## src/rtl/cart_bus_arbiter.sv

```systemverilog
// Sequenced req/ack arbiter sharing one cart_iface port between NREQ requesters.
// Define CART_ARB_RR_EN for round-robin arbitration; default is fixed priority (index 0 highest).
module cart_bus_arbiter #(
  parameter int NREQ    = 3,
  parameter int TIMEOUT = 255
) (
  input  logic              clk_8m,
  input  logic              rst_n,
  input  logic [NREQ-1:0]   req,
  input  logic [NREQ-1:0]   req_wr,
  input  logic [16*NREQ-1:0] req_addr,
  input  logic [8*NREQ-1:0] req_wdata,
  input  logic [NREQ-1:0]   req_mask,
  output logic [NREQ-1:0]   ack,
  output logic              ack_err,
  output logic [7:0]        rdata,
  output logic [1:0]        owner,
  output logic              bus_active,
  output logic [15:0]       cart_addr,
  output logic              cart_rd,
  output logic              cart_wr,
  output logic [7:0]        cart_din,
  input  logic [7:0]        cart_dout,
  input  logic              cart_busy,
  output logic [2:0]        dbg_state
);

  // Handshake: a requester holds req/addr/wdata/wr stable until it sees its
  // one-cycle ack bit; ack_err and rdata are valid in that same cycle. Once
  // granted, the transaction always completes even if req is dropped.
  typedef enum logic [2:0] {
    S_IDLE      = 3'd0,
    S_ISSUE     = 3'd1,
    S_WAIT_RISE = 3'd2,
    S_WAIT_FALL = 3'd3,
    S_DONE      = 3'd4
  } state_t;

  state_t          state;
  logic            wr_q;
  logic            err_q;
  logic            rise_cnt;
  logic [7:0]      tmo_cnt;
  logic [NREQ-1:0] eligible;
  logic [1:0]      win;
  logic            win_vld;
  logic            tmo_hit;

`ifdef CART_ARB_RR_EN
  logic [1:0] last_q;
`endif

  assign dbg_state = state;

  // Fires on the edge that enters DONE so the ack lands TIMEOUT cycles after grant.
  assign tmo_hit = ({1'b0, tmo_cnt} + 9'd2) >= 9'(TIMEOUT);

  always_comb begin
    eligible = req & req_mask;
    win      = '0;
    win_vld  = 1'b0;
`ifdef CART_ARB_RR_EN
    for (int k = 0; k < NREQ; k++) begin
      int idx;
      idx = (int'(last_q) + 1 + k) % NREQ;
      if (!win_vld && eligible[idx]) begin
        win     = 2'(idx);
        win_vld = 1'b1;
      end
    end
`else
    for (int i = NREQ - 1; i >= 0; i--) begin
      if (eligible[i]) begin
        win     = 2'(i);
        win_vld = 1'b1;
      end
    end
`endif
  end

  always_ff @(posedge clk_8m or negedge rst_n) begin
    if (!rst_n) begin
      state      <= S_IDLE;
      ack        <= '0;
      ack_err    <= 1'b0;
      rdata      <= 8'h00;
      owner      <= 2'd0;
      bus_active <= 1'b0;
      cart_addr  <= 16'h0000;
      cart_din   <= 8'h00;
      cart_rd    <= 1'b0;
      cart_wr    <= 1'b0;
      wr_q       <= 1'b0;
      err_q      <= 1'b0;
      rise_cnt   <= 1'b0;
      tmo_cnt    <= 8'd0;
`ifdef CART_ARB_RR_EN
      last_q     <= 2'(NREQ - 1);
`endif
    end else begin
      cart_rd <= 1'b0;
      cart_wr <= 1'b0;
      ack     <= '0;
      ack_err <= 1'b0;
      case (state)
        S_IDLE: begin
          if (win_vld) begin
            owner      <= win;
            cart_addr  <= req_addr[16*win +: 16];
            cart_din   <= req_wdata[8*win +: 8];
            wr_q       <= req_wr[win];
            cart_rd    <= !req_wr[win];
            cart_wr    <= req_wr[win];
            bus_active <= 1'b1;
            tmo_cnt    <= 8'd0;
            err_q      <= 1'b0;
            rise_cnt   <= 1'b0;
            state      <= S_ISSUE;
`ifdef CART_ARB_RR_EN
            last_q     <= win;
`endif
          end
        end
        S_ISSUE: begin
          tmo_cnt <= tmo_cnt + 8'd1;
          state   <= S_WAIT_RISE;
        end
        S_WAIT_RISE: begin
          tmo_cnt <= tmo_cnt + 8'd1;
          if (tmo_hit) begin
            err_q <= 1'b1;
            state <= S_DONE;
          end else if (cart_busy) begin
            state <= S_WAIT_FALL;
          end else if (rise_cnt) begin
            // Busy never rose: zero-wait responder, data is already on dout.
            if (!wr_q) rdata <= cart_dout;
            state <= S_DONE;
          end else begin
            rise_cnt <= 1'b1;
          end
        end
        S_WAIT_FALL: begin
          tmo_cnt <= tmo_cnt + 8'd1;
          if (tmo_hit) begin
            err_q <= 1'b1;
            state <= S_DONE;
          end else if (!cart_busy) begin
            if (!wr_q) rdata <= cart_dout;
            state <= S_DONE;
          end
        end
        S_DONE: begin
          ack[owner] <= 1'b1;
          ack_err    <= err_q;
          bus_active <= 1'b0;
          state      <= S_IDLE;
        end
        default: state <= S_IDLE;
      endcase
    end
  end

endmodule

```

## config.mk

```make
export PLATFORM = sky130hd
export DESIGN_NAME = cart_bus_arbiter
export DESIGN_NICKNAME = d
export VERILOG_FILES = /design/src/rtl/cart_bus_arbiter.sv
export SDC_FILE = /design/constraint.sdc
export NUM_CORES = 1
export LEC_CHECK = 0
export BUFFER_PORTS_ARGS = -buffer_cell sky130_fd_sc_hd__buf_2
export CORE_ASPECT_RATIO = 0.75
export CORE_UTILIZATION = 48
export CTS_CLUSTER_SIZE = 30
export DETAILED_ROUTE_END_ITERATION = 8
export PLACE_DENSITY = 0.81
export SYNTH_ARGS = -nofsm -noshare
export SYNTH_HDL_FRONTEND = slang
export SYNTH_SLANG_ARGS = --single-unit
```

## constraint.sdc

```tcl
create_clock -name clk_8m -period 5.36 [get_ports clk_8m]
set_input_delay 1.072 -clock clk_8m [delete_from_list [all_inputs] [get_ports clk_8m]]
set_output_delay 1.072 -clock clk_8m [all_outputs]
set_load 0.05 [all_outputs]
```

After elaboration in Yosys (flattened, before gate mapping):

Index checks and enable logic that the tools add are counted.

* register bits: 55
* input bits: 92
* output and inout port bits: 44
* word-level logic and storage cells: 93

* add/subtract/negate cells: 2
* order comparisons: 4
* eq/ne operators: 13
* shift operators: 2
* mux-type cells: 40
* bitwise gates (word level): 1
* reductions and logical operators: 17

Operator list (count)
* $mux 8: 7
* $shiftx 48x7->16: 1
* $pmux 8 s2: 2
* $shiftx 24x6->8: 1
* $mux 3: 7
* $mux 1: 15
* $ne 2x2->1 const B: 6
* $pmux 3 s4: 1
* $reduce_bool 2->1: 5
* $add 8x2->9 const B: 1
* $ge 9x8->1 const B: 1
* $add 8x1->8 const B: 1
* $eq 3x2->1 const B: 2
* $lt 2x3->1 const B: 2
* $mux 2: 3
* $pmux 1 s2: 3
* $reduce_and 2->1: 3
* $reduce_and 3->1: 2
* $reduce_and 6->1: 1
* $ne 4x4->1 const B: 1
* $reduce_and 4->1: 1
* $and 3x3->3: 1
* $eq 3x1->1 const B: 1
* $eq 3x3->1 const B: 1
* 10 further kinds: 10

Logic depth before layout (Yosys ltp):

Gate-level depths: netlist of the first run.

* depth in word-level cells: 9
* gate-level depth with buffers: 7
* mapped depth without buffers: 7

Least setup slack after synthesis of the first run:

OpenSTA, ideal clock, no wires.

* kind: input port to flip-flop
* start point: in req[2]
* end point: reg cart_addr[3]
* setup time: 0.118 ns
* arrival time: 2.086 ns
* required time: 5.242 ns
* setup slack: 3.156 ns
* stages on the path: 6
* buffers on the path: 1
* path through: a222oi_1 -> and2b_4 -> buf_6 -> o21ai_2 -> a21oi_1 -> a21o_1

* word-level cells in the longest chain between the ends: 5
* elaborated cells on any way between the ends: 9
* those cells by class: shift: 1; mux: 6; bitwise: 1; reduce/logical: 1

RTL lines
* start, declared: line 9 `input logic [NREQ-1:0] req,`
* $and 3x3->3 (*): line 59 `eligible = req & req_mask;`
* $mux 2 or $mux 1 (tied branches) (3 in series): line 73 `if (eligible[i]) begin`
* $shiftx 48x7->16 or $reduce_and 2->1 (tied branches)
* end signal, assigned: line 109 `cart_addr <= req_addr[16*win +: 16];`
* end, declared: line 19 `output logic [15:0] cart_addr,`

Every way passes the cells marked *; elsewhere a longest branch is shown, timed or not.
A chain may end at the register's enable or synchronous reset.

Worst setup path in the final report of the first run:

* start point: in req[0]
* end point: reg cart_addr[14]

* word-level cells in the longest chain between the ends: 3
* elaborated cells on any way between the ends: 5
* those cells by class: shift: 1; mux: 2; bitwise: 1; reduce/logical: 1

RTL lines (line)
* $and 3x3->3 (*): 59
* $mux 2 or $mux 1 (tied branches): 73
* $shiftx 48x7->16 or $reduce_and 2->1 (tied branches)

Marks and branches as above.

==> results of run 1 <==
## critical path, delay by kind of cell
| family | cells | cell delay, ns |
|---|---|---|
| AOI/OAI and AO/OA | 4 | 1.01 |
| buffers and inverters | 1 | 0.13 |
| and+or+nand+nor | 1 | 0.87 |
## metrics by stage
step / instances / setup slack [ns] / total power [mW] / hold WS [ns]
final: 468 / 2.48 / 2.15 / 0.479
after global routing: 468 / 2.27 / 2.27 / 0.497
after CTS: 468 / 2.48 / 2.16 / 0.484
after detailed placement: 460 / 2.13 / 1.92 / 0.461
after global placement: 460 / 2.19 / 1.89 / 0.455
after floorplan: 262 / 3.16 / 1.64 / 0.448
## path summary, 6_finish.rpt
| kind | startpoint | end | slack [ns] | cells past startpoint |
|---|---|---|---|---|
| worst max-delay path | req[0] | cart_addr[14] | 2.48 | 6 |
| worst min-delay path | cart_addr[2] | cart_addr[2] | 0.48 | 1 |
| worst max register to register | tmo_cnt[1] | rdata[1] | 3.37 | 6 |
| worst min register to register | cart_addr[2] | cart_addr[2] | 0.48 | 1 |
| max in group asynchronous | rst_n | cart_din[0] | 4.03 | 2 |
| min in group asynchronous | rst_n | rdata[1] | 0.86 | 2 |
## logic make-up (layout without fill, tap and decap cells)
group                      after synthesis  in the layout  synth area share, %
xor gates and xnor gates                 2              2                0.620
AOI/OAI and AO/OA                      102            102                 24.1
muxes                                   34             34                 12.5
and+or+nand+nor                         47             47                 8.68
buffers and inverters                   18            149                 3.63
DFF                                     55             55                 48.7
adders and majority gates                4              4                 1.77
## state kept, by name, summed over array words and instances (netlist names)
signal,count
err_q,1
cart_wr,1
dbg_state,3
bus_active,1
rise_cnt,1
cart_din,8
owner,2
wr_q,1
cart_addr,16
ack_err,1
rdata,8
ack,3
tmo_cnt,8
cart_rd,1
## synth_stat cells
cell type / instances
o31ai_1: 3
a222oi_1: 1
o21a_1: 2
a211o_2: 1
nor3_2: 1
mux2i_1: 24
mux2_1: 9
o21ai_0: 2
and3_1: 3
inv_1: 3
o21ai_2: 19
buf_1: 2
nand3_1: 7
a21oi_1: 31
nor2_1: 11
clkbuf_1: 1
ha_1: 4
nand2b_1: 4
nand4_1: 2
nand2_1: 9
buf_4: 3
nor2_2: 1
xor2_1: 2
nand2_4: 1
a22o_1: 2
nor3_1: 4
mux2_2: 1
and2b_4: 1
buf_2: 7
nor3b_1: 2
dfrtp_1: 55
a22oi_1: 3
or2_1: 1
buf_6: 2
o21ai_1: 14
a21o_1: 24
## metal layers
layer | vias up | global-route usage [%]
li1 | 1216 | -
met1 | 1171 | 25.7
met2 | 95 | 36.8
met3 | 12 | 4.33
met4 | 0 | 9.07
met5 | - | 0
## layout make-up
type	instances	area share (%)
Sequential cell	55	37.9
Multi-Input combinational cell	189	37.5
Timing Repair Buffer	138	19.2
Tap cell	75	2.58
Clock buffer	5	1.89
Clock inverter	3	0.654
Inverter	3	0.310
## power breakdown
group | leakage [nW] | switching, mW | internal (mW)
Combinational | 1.15 | 0.843 | 0.346
Clock | 0.0461 | 0.144 | 0.0947
Sequential | 0.693 | 0.130 | 0.591
==> results.py, run 1 <==
metrics = {
    "drt": {
        "wl_met2_um": 3260,
        "ant_nets": 0,
        "drtIter0Drc": 154,
        "drt_pass1_iterations": 4,
        "met3_wirelength_um": 401,
        "vias_per_cell": 5.33,
        "wl_met1_um": 2850,
        "finalWirelength_um": 6630,
        "vias": 2494,
        "drc": 0,
        "routed.top_layer": "met4",
        "wire_per_inst_um": 14.2,
    },
    "synth": {
        "ys_ff_latch": 55,
        "ys_seq_area_share_pct": 48.7,
        "synth_area_leaders": "dfrtp_1, mux2i_1, a21o_1, o21ai_2, a21oi_1",
        "yosys.cell_types.count": 36,
        "synth_fp_nets": 358,
        "yosys.area.top_type": "dfrtp_1",
        "netlist_instances": 262,
        "yosys_warnings": 0,
        "synth_top_area_share_pct": 48.7,
        "syn_area_mm2": 0.00282,
        "synth.avg_cell_area_um2": 10.8,
    },
    "power_and_ir_drop": {
        "irDropWorstVdd_mv": 0.271,
        "leakagePower_nw": 1.89,
        "power_density_mw_per_mm2": 591,
    },
    "floorplan": {
        "die_h_um": 68.4,
        "start_util_pct": 51.4,
        "rows": 23,
        "io_pins": 136,
        "die_x_um": 90.6,
        "core_area_mm2": 0.00550,
        "die_area_mm2": 0.00620,
    },
    "sta": {
        "max_freq_mhz": 347,
        "period_share_pct": 53.8,
        "setup_violations": 0,
        "period_minus_slack_ns": 2.88,
        "slew_headroom_pct": 27.1,
        "hold_viol": 0,
        "setup_tns_ns": 0,
        "rsz0062_at_grt": "false",
        "fin_skew_ns": 0.0124,
        "tightest_slew_ns": 1.09,
        "maxSlewViolCount": 0,
    },
    "layout": {
        "nFillCells": 447,
        "layout_commonest_cell": "buf_2",
        "seqCellArea_mm2": 0.00138,
        "drive_gt1_share_pct": 44.0,
        "fin_nets": 488,
        "final_area_mm2": 0.00363,
        "num_antenna_cells": 0,
        "area_delta_synth_final_pct": 28.7,
        "most-common-layout-cells": "buf_2, dfrtp_1, a21oi_1, mux2i_1, a21o_1",
        "post-route-util_pct": 66.1,
        "multiInputGateArea_mm2": 0.00136,
    },
    "clock_network": {
        "cts.sinks": 55,
        "h-tree-depth": 2,
        "cts_resized": 0,
        "clkSlewWorstSetupHoldPaths_ns": 0.10,
        "cts_hold_repair.buffers": 0,
        "cts_setup_buffers": 0,
        "clockBufferDepth": 2,
        "cts_tree": "done",
        "cts-buffers-inserted": 5,
        "clock-root-buffer": "clkbuf_8",
        "clock_latency_ns": 0.32,
    },
    "status": {
        "status": "finished clean",
    },
    "grt": {
        "gr-usage-all-layers_pct": 21.0,
        "grt-ovfl-total": 0,
        "grt_pass1_wl_um": 10100,
        "grt_max_degree": 56,
        "antenna_found_initial": 0,
        "grt_pass1_vias": 2204,
    },
    "placement": {
        "dp_hpwl_um": 4870,
        "io_buffer_count": 135,
        "gp_congestion": 0.873,
        "post_dp_cell_area_mm2": 0.00354,
    },
    "worst_setup_path": {
        "path_cells": "buf_2 -> a22oi_1 -> nand3_2 -> o21ai_0 -> a21oi_1 -> a21o_1",
        "cp.arrival_ns": 3.09,
        "crit_required_ns": 5.57,
        "cp-start-kind": "input port",
        "slowest_stage": "nand3_2",
        "critPathCaptureType": "flip-flop",
        "critPathKind": "input port to flip-flop",
        "critPathMaxFanout": 49,
        "critPathMaxStageDelay_ns": 0.87,
    },
    "min_path": {
        "hp-class": "flip-flop to flip-flop",
    },
    "job": {
        "cap_violations": 0,
    },
}
Note: power is estimated with default switching activity, not from simulation.
==> run 2, diff against run 1 <==
--- a/config.mk
+++ b/config.mk
@@ -5,12 +5,13 @@
 export SDC_FILE = /design/constraint.sdc
 export NUM_CORES = 1
 export LEC_CHECK = 0
+export ABC_AREA = 1
 export BUFFER_PORTS_ARGS = -buffer_cell sky130_fd_sc_hd__buf_2
 export CORE_ASPECT_RATIO = 0.75
-export CORE_UTILIZATION = 48
+export CORE_UTILIZATION = 42
 export CTS_CLUSTER_SIZE = 30
 export DETAILED_ROUTE_END_ITERATION = 8
-export PLACE_DENSITY = 0.81
+export PLACE_DENSITY = 0.74
 export SYNTH_ARGS = -nofsm -noshare
 export SYNTH_HDL_FRONTEND = slang
 export SYNTH_SLANG_ARGS = --single-unit
==> constraint.sdc (replaced) <==
create_clock -name clk_8m -period 2.6 [get_ports clk_8m]
set_input_delay 0.52 -clock clk_8m [delete_from_list [all_inputs] [get_ports clk_8m]]
set_output_delay 0.52 -clock clk_8m [all_outputs]
set_load 0.05 [all_outputs]
==> results.py, run 2 <==
metrics = {
    "status": {
        "status": "finished with violations",
        "violations": "DRC",
    },
    "drt": {
        "vias": 2923,
        "ant_nets": 0,
        "drc": 3,
        "wire_per_inst_um": 13.2,
        "drtIter0Drc": 194,
        "vias_per_cell": 5.07,
        "finalWirelength_um": 7630,
        "drt_pass1_iterations": 9,
    },
    "synth": {
        "yosys-top-cells-count": "nand2_1, dfrtp_1, inv_1",
        "yosys_warnings": 0,
        "syn_area_mm2": 0.00293,
        "yosys.area.top_type": "dfrtp_1",
        "yosys.cell_types.count": 29,
        "synth_fp_nets": 458,
        "synth_top_area_share_pct": 47.0,
        "synth.most_common_cell": "nand2_1",
        "synth.avg_cell_area_um2": 8.09,
        "ys.flop_type": "dfrtp_1",
        "synth_area_leaders": "dfrtp_1, nand2_1, a21oi_1, inv_1, o211ai_1",
        "ys_ff_latch": 55,
        "netlist_instances": 362,
        "async_reset_ff_share_pct": 100,
        "ys_seq_area_share_pct": 47.0,
        "synth_edf_count": 0,
    },
    "layout": {
        "layout_commonest_cell": "buf_2",
        "fin_nets": 590,
        "instances_no_fill": 576,
        "largest_reg_flops": 16,
        "drive_gt1_share_pct": 35.4,
        "post-route-util_pct": 57.4,
        "final_area_mm2": 0.00373,
        "area_delta_synth_final_pct": 27.5,
        "top_register": "cart_addr",
        "nFillCells": 636,
        "num_antenna_cells": 0,
        "most-common-layout-cells": "buf_2, nand2_1, dfrtp_1, inv_1, a21oi_1",
    },
    "floorplan": {
        "die_area_mm2": 0.00732,
        "io_pins": 136,
        "die_x_um": 98.5,
        "start_util_pct": 45.0,
        "die_h_um": 74.3,
        "core_area_mm2": 0.00651,
        "rows": 25,
    },
    "sta": {
        "max_freq_mhz": 554,
        "setup_slack_ns": 0.794,
        "fin_skew_ns": 0.0128,
        "tightest_slew_ns": 0.699,
        "whs_ns": 0.330,
        "period_share_pct": 69.5,
        "hold_viol": 0,
        "maxSlewViolCount": 0,
        "setup_tns_ns": 0,
        "slew_headroom_pct": 53.4,
        "setup_violations": 0,
        "rsz0062_at_grt": "false",
        "period_minus_slack_ns": 1.81,
    },
    "clock_network": {
        "clkSlewWorstSetupHoldPaths_ns": 0.10,
        "clock_latency_ns": 0.31,
        "clock-root-buffer": "clkbuf_8",
        "cts_setup_buffers": 0,
        "cts-buffers-inserted": 5,
        "cts_hold_repair.buffers": 0,
        "cts.sinks": 55,
        "cts_resized": 0,
        "cts_tree": "done",
        "clockBufferDepth": 2,
        "h-tree-depth": 2,
    },
    "worst_setup_path": {
        "critPathCaptureType": "flip-flop",
        "critPathMaxStageDelay_ns": 0.43,
        "crit_required_ns": 2.80,
        "critPathKind": "flip-flop to flip-flop",
        "cp.arrival_ns": 2.00,
        "critPathMaxFanout": 16,
        "cp_common_cell": "nand2_1",
        "slowest_stage": "dfrtp_1",
        "rrSetupSlack_ns": 0.79,
        "cp-start-kind": "flip-flop",
        "path_cells": "inv_1 -> ha_1 -> inv_1 -> nand2_1 -> nand2_1 -> nor2_1 -> nor2_2 -> nand2_2 -> nand3_4 -> nand2_1 -> o21ai_2",
    },
    "power_and_ir_drop": {
        "leakagePower_nw": 2.05,
        "fin_total_pwr_mw": 4.40,
        "irDropWorstVdd_mv": 0.529,
        "power_density_mw_per_mm2": 1180,
    },
    "grt": {
        "gr-usage-all-layers_pct": 21.2,
        "antenna_found_initial": 0,
        "grt-ovfl-total": 0,
        "grt_max_degree": 56,
        "grt_pass1_wl_um": 12400,
        "grt_pass1_vias": 2675,
    },
    "placement": {
        "io_buffer_count": 135,
        "pre_cts_ws_ns": 0.676,
        "place_inst": 568,
        "dp_hpwl_um": 5820,
        "gp_congestion": 0.808,
        "post_dp_cell_area_mm2": 0.00365,
    },
    "min_path": {
        "hp-class": "input port to asynchronous set/reset pin",
    },
    "job": {
        "cap_violations": 0,
    },
}
run 2: cell types whose count changed in the layout (fill, tap and decap cells not counted), moves of 13 or more:
cell / previous run / this run
a21oi_1: 30 / 43
inv_1: 3 / 48
o21ai_1: 14 / 1
mux2i_1: 24 / 0
nand2_1: 9 / 67
o211ai_1: 0 / 24
nor2_1: 11 / 38
a21o_1: 24 / 0
run 2: worst max-delay path, delay by kind of cell (launching register included):
kind	cells	cell delay (ns)
AO/OA/AOI/OAI	1	0.05
adder cells (fa/ha/maj)	1	0.29
AND/OR/NAND/NOR	7	0.78
buffers and inverters	2	0.14
flip-flops	1	0.43
run 2: layout make-up:
type / count / area, um2 / share of cell area [%]
clock buffer: 7 / 76.3 / 2.04
multi-input combinational: 240 / 1260 / 33.9
timing repair buffer: 140 / 713 / 19.1
inverter: 52 / 198 / 5.29
tap: 81 / 101 / 2.71
sequential: 55 / 1380 / 36.9
clock inverter: 1 / 5.00 / 0.134
run 2: worst paths after layout:
kind | start | endpoint | cells after the start
worst max-delay path | tmo_cnt[1] | rdata[5] | 11
worst min-delay path | rst_n | wr_q | 2
worst max register to register | tmo_cnt[1] | rdata[5] | 11
worst min register to register | rdata[4] | rdata[4] | 2
max in group asynchronous | rst_n | cart_addr[7] | 2
min in group clk_8m | cart_dout[3] | rdata[3] | 3
run 2: per-layer routing:
| metal | track usage (%) | vias up | wire (um) |
|---|---|---|---|
| met4 | 6.47 | 0 | 102 |
| li1 | - | 1447 | - |
| met2 | 34.6 | 94 | 3620 |
| met3 | 3.67 | 9 | 438 |
| met1 | 29.3 | 1373 | 3470 |
| met5 | 0 | - | 0 |
run 2: cells by family after synthesis:
kind of cell	Yosys count	share of synthesized area, %
XOR/XNOR	3	0.897
adder cells (fa/ha/maj)	4	1.71
AND/OR/NAND/NOR	142	21.4
flip-flops	55	47.0
AO/OA/AOI/OAI	91	19.1
buffers and inverters	67	9.86
run 2: report_power, final:
group | total [mW] | switching [mW] | internal (mW)
Combinational | 2.51 | 1.88 | 0.639
Sequential | 1.42 | 0.227 | 1.19
Clock | 0.461 | 0.271 | 0.190
==> run 3, diff against run 2 <==
==> constraint.sdc (replaced) <==
create_clock -name clk_8m -period 1.6 [get_ports clk_8m]
set_input_delay 0.32 -clock clk_8m [delete_from_list [all_inputs] [get_ports clk_8m]]
set_output_delay 0.32 -clock clk_8m [all_outputs]
set_load 0.05 [all_outputs]
==> results.py, run 3 (synthesis results as in run 2) <==
metrics = {
    "status": {
        "status": "finished with violations",
        "violations": "DRC",
    },
    "worst_setup_path": {
        "critPathMaxFanout": 8,
        "cp-start-kind": "flip-flop",
        "crit_required_ns": 1.80,
        "critPathKind": "flip-flop to flip-flop",
        "cp.arrival_ns": 1.80,
        "critPathCaptureType": "flip-flop",
    },
    "layout": {
        "most-common-layout-cells": "buf_2, nand2_1, dfrtp_1, inv_1, a21oi_1",
        "top_register": "cart_addr",
        "nFillCells": 590,
        "largest_reg_flops": 16,
        "layout_commonest_cell": "buf_2",
        "seqCellArea_mm2": 0.00138,
        "instances_no_fill": 587,
        "drive_gt1_share_pct": 40.9,
        "num_antenna_cells": 0,
        "area_delta_synth_final_pct": 37.4,
        "post-route-util_pct": 61.9,
        "fin_nets": 602,
        "multiInputGateArea_mm2": 0.00137,
    },
    "drt": {
        "vias": 2952,
        "drtIter0Drc": 149,
        "drc": 1,
        "finalWirelength_um": 8110,
        "vias_per_cell": 5.03,
        "drt_pass1_iterations": 9,
        "ant_nets": 0,
        "wire_per_inst_um": 13.8,
    },
    "sta": {
        "hold_viol": 0,
        "maxSlewViolCount": 0,
        "slew_headroom_pct": 80.0,
        "rsz0062_at_grt": "true",
        "max_freq_mhz": 627,
        "period_minus_slack_ns": 1.60,
        "setup_slack_ns": 0.00498,
        "period_share_pct": 99.7,
        "fin_skew_ns": 0.00830,
        "tightest_slew_ns": 0.300,
        "setup_tns_ns": 0,
        "setup_violations": 0,
    },
    "power_and_ir_drop": {
        "leakagePower_nw": 2.16,
        "power_density_mw_per_mm2": 1930,
        "irDropWorstVdd_mv": 0.895,
        "fin_total_pwr_mw": 7.77,
    },
    "floorplan": {
        "die_area_mm2": 0.00732,
        "start_util_pct": 45.0,
        "die_h_um": 74.3,
        "die_x_um": 98.5,
        "core_area_mm2": 0.00651,
        "io_pins": 136,
        "rows": 25,
    },
    "clock_network": {
        "clock_latency_ns": 0.31,
        "cts.sinks": 55,
        "cts-buffers-inserted": 5,
        "clockBufferDepth": 2,
        "cts_tree": "done",
        "clkSlewWorstSetupHoldPaths_ns": 0.10,
        "h-tree-depth": 2,
        "clock-root-buffer": "clkbuf_8",
    },
    "min_path": {
        "hp-class": "input port to flip-flop",
    },
    "placement": {
        "pre_cts_ws_ns": -0.0885,
        "dp_hpwl_um": 5940,
        "place_inst": 576,
        "gp_congestion": 0.874,
        "io_buffer_count": 135,
    },
    "grt": {
        "grt_pass1_vias": 2826,
        "grt_pass1_wl_um": 12700,
        "antenna_found_initial": 0,
        "gr-usage-all-layers_pct": 22.1,
        "grt-ovfl-total": 0,
        "grt_max_degree": 56,
    },
    "job": {
        "cap_violations": 0,
    },
}
## run 3: area by class of cell
| type | instances | share of cell area [%] |
|---|---|---|
| inverter | 52 | 4.97 |
| tap | 81 | 2.52 |
| multi-input combinational | 241 | 34.1 |
| clock inverter | 2 | 0.932 |
| timing repair buffer | 151 | 21.6 |
| sequential | 55 | 34.2 |
| clock buffer | 5 | 1.71 |
## run 3: final timing paths
path | startpoint | endpoint | slack, ns | cells past startpoint
setup reg to reg | tmo_cnt[2] | rdata[3] | 0.005 | 10
hold reg to reg | cart_din[2] | cart_din[2] | 0.48 | 2
hold / removal | cart_dout[7] | rdata[7] | 0.24 | 3
setup / recovery | tmo_cnt[2] | rdata[3] | 0.005 | 10
min in group asynchronous | rst_n | cart_addr[13] | 0.52 | 3
max in group asynchronous | rst_n | dbg_state[2] | 0.80 | 3
## run 3: critical path: stages, from the launching register on
cell and delay, ns:
dfrtp_1 0.44, ha_4 0.28, inv_2 0.03, nand2_2 0.04, nand2_2 0.07, nand2_1 0.09, nand2_2 0.07, nand2_4 0.13
nand3_4 0.17, nand2_2 0.11, o21ai_2 0.06
## run 3: power breakdown
| group | internal, mW | total [mW] | switching [mW] |
|---|---|---|---|
| Combinational | 1.30 | 4.56 | 3.26 |
| Clock | 0.458 | 0.912 | 0.454 |
| Sequential | 1.94 | 2.30 | 0.358 |
| Total | 3.70 | 7.77 | 4.08 |
## run 3: metrics by stage
step	hold slack (ns)	instance area [um2]
global placement	0.341	3780
floorplan	0.0244	2930
global route	0.230	4030
detailed placement	0.345	3780
CTS	0.228	3910
finish	0.239	4030
## run 3: layer usage
metal	share of wire, %	global-route usage, %	vias up
met5	0	0	-
met4	0.85	8.13	0
met3	6.4	4.61	6
met2	50	37.6	98
met1	43	28.4	1378
li1	-	-	1470
## run 3: repair_timing
item,4_1_cts,5_1_grt
gates cloned,1,0
gates resized for setup,2,28
pin swaps,1,8
buffers inserted,0,2
hold endpoints to repair,6,0
endpoints found under the setup margin,8,16
hold buffers,1,0
